--- config.mk ---
export PLATFORM = sky130hd
export DESIGN_NAME = lane_sum_drain
export DESIGN_NICKNAME = d
export VERILOG_FILES = /design/src/rtl/lane_sum_drain.sv
export SDC_FILE = /design/constraint.sdc
export NUM_CORES = 1
export LEC_CHECK = 0
export CAP_MARGIN = 20
export CORE_MARGIN = 2
export CORE_UTILIZATION = 35
export CTS_CLUSTER_DIAMETER = 200
export DETAILED_ROUTE_END_ITERATION = 10
export GPL_TIMING_DRIVEN = 0
export PLACE_DENSITY = 0.57
export REMOVE_ABC_BUFFERS = 1
export SLEW_MARGIN = 20
export SYNTH_ARGS = -nofsm -noshare
export SYNTH_HDL_FRONTEND = slang
export SYNTH_SLANG_ARGS = --single-unit
export TNS_END_PERCENT = 100
--- constraint.sdc ---
create_clock -name clk -period 4.4 [get_ports clk]
set_input_delay 0.44 -clock clk [delete_from_list [all_inputs] [get_ports clk]]
set_output_delay 0.44 -clock clk [all_outputs]
set_load 0.02 [all_outputs]
--- src/rtl/lane_sum_drain.sv ---
// Serialises one packed vector of lane results into a lane-per-beat stream.
// Each beat carries its lane index, a last flag and a running sum.
package mypkg;
  parameter int WIDTH = 4;
  typedef logic [WIDTH-1:0] mytype;
endpackage

module lane_sum_drain #(
  parameter int WIDTH = mypkg::WIDTH,
  parameter int LANES = 16,
  parameter int IDXW  = $clog2(LANES),
  parameter int SUMW  = WIDTH + IDXW
) (
  input  logic                   clk,
  input  logic                   rst_n,
  input  logic                   in_valid,
  output logic                   in_ready,
  input  logic [LANES*WIDTH-1:0] in_data,
  output logic                   out_valid,
  input  logic                   out_ready,
  output logic [WIDTH-1:0]       out_data,
  output logic [IDXW-1:0]        out_idx,
  output logic                   out_last,
  output logic [SUMW-1:0]        out_sum
);

  typedef enum logic {IDLE, DRAIN} state_t;

  state_t                 r_state;
  logic [LANES*WIDTH-1:0] r_buf;
  logic [IDXW-1:0]        r_idx;
  logic [SUMW-1:0]        r_acc;

  logic [WIDTH-1:0]       w_lanes [LANES];
  logic [WIDTH-1:0]       w_lane;
  logic [SUMW-1:0]        w_sum;
  logic                   w_drain;
  logic                   w_last;
  logic                   w_accept;

  for (genvar g = 0; g < LANES; g++) begin : g_lane
    assign w_lanes[g] = r_buf[g*WIDTH +: WIDTH];
  end

  assign w_drain  = (r_state == DRAIN);
  assign w_lane   = w_lanes[r_idx];
  assign w_sum    = r_acc + {{(SUMW-WIDTH){1'b0}}, w_lane};
  assign w_last   = w_drain && (r_idx == IDXW'(LANES-1));
  assign w_accept = w_drain && out_ready;

  // Outputs are zeroed outside DRAIN so stale buffer contents never leak out.
  assign out_valid = w_drain;
  assign out_data  = w_drain ? w_lane : '0;
  assign out_idx   = w_drain ? r_idx  : '0;
  assign out_sum   = w_drain ? w_sum  : '0;
  assign out_last  = w_last;

  // The only combinational input-to-output path: lets a new vector be taken on the last beat.
  assign in_ready = rst_n && ((r_state == IDLE) || (w_last && out_ready));

  always_ff @(posedge clk or negedge rst_n) begin
    if (!rst_n) begin
      r_state <= IDLE;
      r_buf   <= '0;
      r_idx   <= '0;
      r_acc   <= '0;
    end else begin
      case (r_state)
        IDLE: begin
          if (in_valid) begin
            r_buf   <= in_data;
            r_idx   <= '0;
            r_acc   <= '0;
            r_state <= DRAIN;
          end
        end
        DRAIN: begin
          if (w_accept) begin
            if (!w_last) begin
              r_idx <= r_idx + IDXW'(1);
              r_acc <= w_sum;
            end else if (in_valid) begin
              r_buf <= in_data;
              r_idx <= '0;
              r_acc <= '0;
            end else begin
              r_idx   <= '0;
              r_acc   <= '0;
              r_state <= IDLE;
            end
          end
        end
        default: r_state <= IDLE;
      endcase
    end
  end

endmodule

Yosys cells after proc, flatten, opt, wreduce, memory -nomap -nowiden
Cells that the tools add are included.
- register bits after elaboration: 77
- bits in read-only memories: 0
- latch bits: 0
- output and inout bits: 19
- bits in writable memories: 0
- memories kept: 0
- word-level logic and storage cells: 42
- mux-type cells: 22
- equal/unequal tests: 4
- magnitude comparators: 1
- multiply operators: 0
- add/subtract/negate cells: 2
- reductions and logical operators: 7
- bitwise gates (word level): 2
- divide/modulo/power cells: 0
- shift-type cells: 0
- operators with widths (kind ; number):
    64-bit 2-to-1 mux ; 3
    64-bit case mux with 2 select lines ; 1
    8-bit 2-to-1 mux ; 4
    4-bit 2-to-1 mux ; 7
    4-bit binary-select mux with 4-bit select ; 1
    8-bit case mux with 2 select lines ; 1
    8-bit by 4-bit adder with 8-bit output ; 1
    4-bit case mux with 2 select lines ; 1
    5-bit >= comparator, second input constant ; 1
    4-bit NOT with 5-bit output ; 1
    4-bit by 1-bit adder with 4-bit output, second input constant ; 1
    4-bit equality test, second input constant ; 1
    1-bit logical AND ; 4
    2-bit by 1-bit inequality test with 1-bit output, second input constant ; 2
    2-bit AND reduction ; 2
    1-bit 2-to-1 mux ; 3
    2-bit inequality test, second input constant ; 1
    1-bit case mux with 2 select lines ; 1
    1-bit logical OR ; 1
    1-bit NOT ; 1

Longest topological paths before layout
- word-level depth: 8
- gate-level depth with buffers: 10
- gate-level depth less buffers: 9

Worst setup path after synthesis
Ideal clock, no wire load.
- kind: register to output
- start: register r_idx[0]
- end: output port out_sum[6]
- stages on the path, launching flop included: 11
- setup slack: 0.929 ns
- data arrival time: 3.031 ns
- cell sequence: dfrtp_1 buf_6 mux4_1 mux4_2 ha_1 fa_1 a21o_1 a21o_1 nand3_1 xnor2_1 and2_1
- longest elaborated chain between the ends: 6
- ends and longest elaborated chain (what ; line ; text):
    from (decl) ; 31 ; logic [IDXW-1:0] r_idx;
    from (signal assigned) ; 80 ; r_idx <= r_idx + IDXW'(1);
    4-bit NOT with 5-bit output (not written as such) ; 46 ; assign w_lane = w_lanes[r_idx];
    4-bit binary-select mux with 4-bit select ; 46 ;
    4-bit 2-to-1 mux (not written as such) (2 in series) ; 46 ;
    8-bit by 4-bit adder with 8-bit output ; 47 ; assign w_sum = r_acc + {{(SUMW-WIDTH){1'b0}}, w_lane};
    8-bit 2-to-1 mux ; 55 ; assign out_sum = w_drain ? w_sum : '0;
    to (decl) ; 24 ; output logic [SUMW-1:0] out_sum
Every way passes these cells. The select of a mux whose other input is x is not followed.

Worst setup path in the final report
Same ends and word-level chain as after synthesis.

==> results.sh <==
export IMPL_port_buffers=86
export IMPL_cts_root_buf="clkbuf_8"
export IMPL_finalWirelength_mm=8.20
export IMPL_period_needed_ps=4230
export IMPL_tritoncts="done"
export IMPL_crit_reg2reg_launch="r_idx[0]"
export IMPL_yosysTopAreaCell="dfrtp_1"
export IMPL_worst_setup_path_start_kind="flip-flop"
export IMPL_p_leak_nw=2.19
export IMPL_avgViaCountPerCell=5.04
export IMPL_p_per_area_nw_per_um2=639
export IMPL_die_area_um2=11800
export IMPL_synth_area_um2=3820
export IMPL_netlist_top_cells_count="77 x dfrtp_1, 64 x mux2_2, 16 x and2_1, 16 x mux4_1, 12 x o21ai_0"
export IMPL_crit_type="flip-flop to primary output"
export IMPL_area_growth_syn_to_layout_pct=33.9
export IMPL_core_um2=10700
export IMPL_synth_adder_area_share_pct=2.16
export IMPL_grt_use_total_pct=15.0
export IMPL_hold_slack_ps=107
export IMPL_rows=38
export IMPL_rsz0062_at_grt="no"
export IMPL_worst_setup_path_end_kind="primary output"
export IMPL_wl_per_cell_um=16.5
export IMPL_synth_top_family_by_area="multiplexers"
export IMPL_hp_class="input pin to async pin"
export IMPL_insertedDiodeCount=0
export IMPL_setup_tns_ps=0
export IMPL_dpl_hpwl_mm=5.88
export IMPL_initial_core_util_pct=35.5
export IMPL_r2r_cells=9
export IMPL_cp_data_required_time_ps=3960
export IMPL_grt_pass1_wl_mm=13.2
export IMPL_drtPass1Iterations=4
export IMPL_status="completed"
export IMPL_final_util_pct=47.6
export IMPL_worstMarginPinSlew_ps=858
export IMPL_synth_simple_area_share_pct=6.09
export IMPL_fin_area_um2=5120
export IMPL_fmax_ghz=0.237
export IMPL_gr_total_overflow=0
export IMPL_gr_usage_met2_pct=24.0
export IMPL_synthMuxAreaShare_pct=32.2
export IMPL_clock_sinks=77
export IMPL_reg2reg_slack_ps=1150
export IMPL_final_max_slew_viol_count=0
export IMPL_die_w_um=108
export IMPL_placed_area_um2=4910
export IMPL_use_met3_pct=4.04
export IMPL_ir_drop_mv=0.358
export IMPL_yosysTopAreaCellShare_pct=50.4
export IMPL_synth_top_flop_cell="dfrtp_1"
export IMPL_grt_max_degree=48
export IMPL_yosysMostFrequentCell="dfrtp_1"
export IMPL_slew_headroom_pct=42.8
export IMPL_synth_warnings=0
export IMPL_drv_cap=0
export IMPL_skew_ps=9.14
export IMPL_die_y_um=108
export IMPL_synth_edf_count=0
export IMPL_path_clk_slew_ps=80
export IMPL_synth_seq_area_share_pct=50.4
export IMPL_gp_congestion=0.799
export IMPL_drtIter0Drc=76
export IMPL_fin_crit_sh_pct=96.0
export IMPL_finalNetCount=427
export IMPL_ys_ff_latch=77
export IMPL_clk_latency_ps=350
export IMPL_crit_fanout=14
export IMPL_num_vias=2509
export IMPL_finalHoldViolCount=0
export IMPL_antenna_left=0
export IMPL_fin_total_pwr_mw=3.27
export IMPL_cts_hold_fix_buffers=0
export IMPL_synth_xor_area_share_pct=1.15
export IMPL_clockBufferDepth=2
export IMPL_drive_gt1_share_pct=27.1
export IMPL_r2r_end="r_acc[7]"
export IMPL_antenna_found_initial=0
export IMPL_synth_compound_area_share_pct=5.44
export IMPL_crit_arrival_ps=3790
export IMPL_synthArstFlopShare_pct=100
export IMPL_grt_pass1_vias=2560
export IMPL_synth_area_per_cell_um2=14.4
export IMPL_yosysUniqueCellTypes=35
export IMPL_yosys_top_cells_area="dfrtp_1 50%, mux2_2 19%, mux4_1 11%, and2_1 2.6%, mux4_2 2.4%"
export IMPL_grt_busiest_layer="met2"
export IMPL_setup_violations=0
export IMPL_cts_made_buffers=9
export IMPL_cts_htree_levels=3
export IMPL_syn_inst=266
export IMPL_drc_errors=0
export IMPL_use_met1_pct=19.1
export IMPL_pin_count=87
cells by family after synthesis:
group                    count (synthesis)
AO/OA/AOI/OAI                           32
adder cells (fa/ha/maj)                  6
buffers and inverters                   19
AND/OR/NAND/NOR                         43
flip-flops                              77
XOR/XNOR                                 5
multiplexers                            84
where the power goes:
group	internal (mW)	total (mW)	switching [mW]	leakage, nW
Clock	0.233	0.494	0.261	0.0921
Combinational	0.889	1.53	0.642	1.16
Sequential	1.02	1.24	0.227	0.947
Total	2.14	3.27	1.13	2.19
cells in the final DEF (no fill, tap or decap), types with 5 or more instances in the layout:
cell and n:
ha_1 5, nand2_1 9, mux4_1 16, dfrtp_1 75
clkdlybuf4s50_1 80, mux2_2 64, nand3_1 6, and2_1 16
o21ai_0 11, clkbuf_8 11
what timing repair did:
action,in CTS,in global routing
resized for setup,7,6
setup endpoints to repair,6,4
buffers inserted,1,0
critical path: stages, from the launching register on:
cell             delay (ps)
dfrtp_4                 440
buf_16                  150
mux4_1                  560
mux4_2                  510
ha_1                    240
fa_1                    420
a21o_1                  190
a21o_1                  230
nand3_1                 130
xnor2_1                 120
and2_1                  140
clkdlybuf4s15_1         300
area by class of cell:
cell class / count / area, µm²
Multi-Input combinational cell: 170 / 1820
Fill cell: 997 / 5630
Sequential cell: 77 / 1930
Tap cell: 140 / 175
Timing Repair Buffer: 92 / 1000
Inverter: 3 / 11.3
Clock buffer: 12 / 155
Clock inverter: 4 / 22.5
how the worst max path moves through the flow:
stage / from / endpoint / slack [ps] / cells past startpoint
after floorplan: r_idx[0] / out_sum[6] / 630 / 9
after global placement: rst_n / in_ready / -630 / 3
after CTS: r_idx[0] / out_sum[5] / 8 / 10
after global routing: r_idx[0] / out_sum[6] / 2 / 11
after detailed placement: r_idx[0] / out_sum[6] / -150 / 11
final: r_idx[0] / out_sum[6] / 170 / 11
routing by layer:
metal / wire [µm] / share of wire [%]
met5: 0 / 0
met4: 195 / 2.4
met3: 424 / 5.2
met2: 3860 / 47
met1: 3720 / 45
sequential cells by signal, indices dropped and copies added, names as in the netlist:
register / count
out_valid: 1
r_idx: 4
r_buf: 64
r_acc: 8
metrics by stage:
stage,worst slack [ps],std cells
floorplan,634,250
global placement,-629,476
detailed placement,-152,481
CTS,7.75,498
global route,1.56,498
finish,175,498
(Power assumes the default switching activity.)
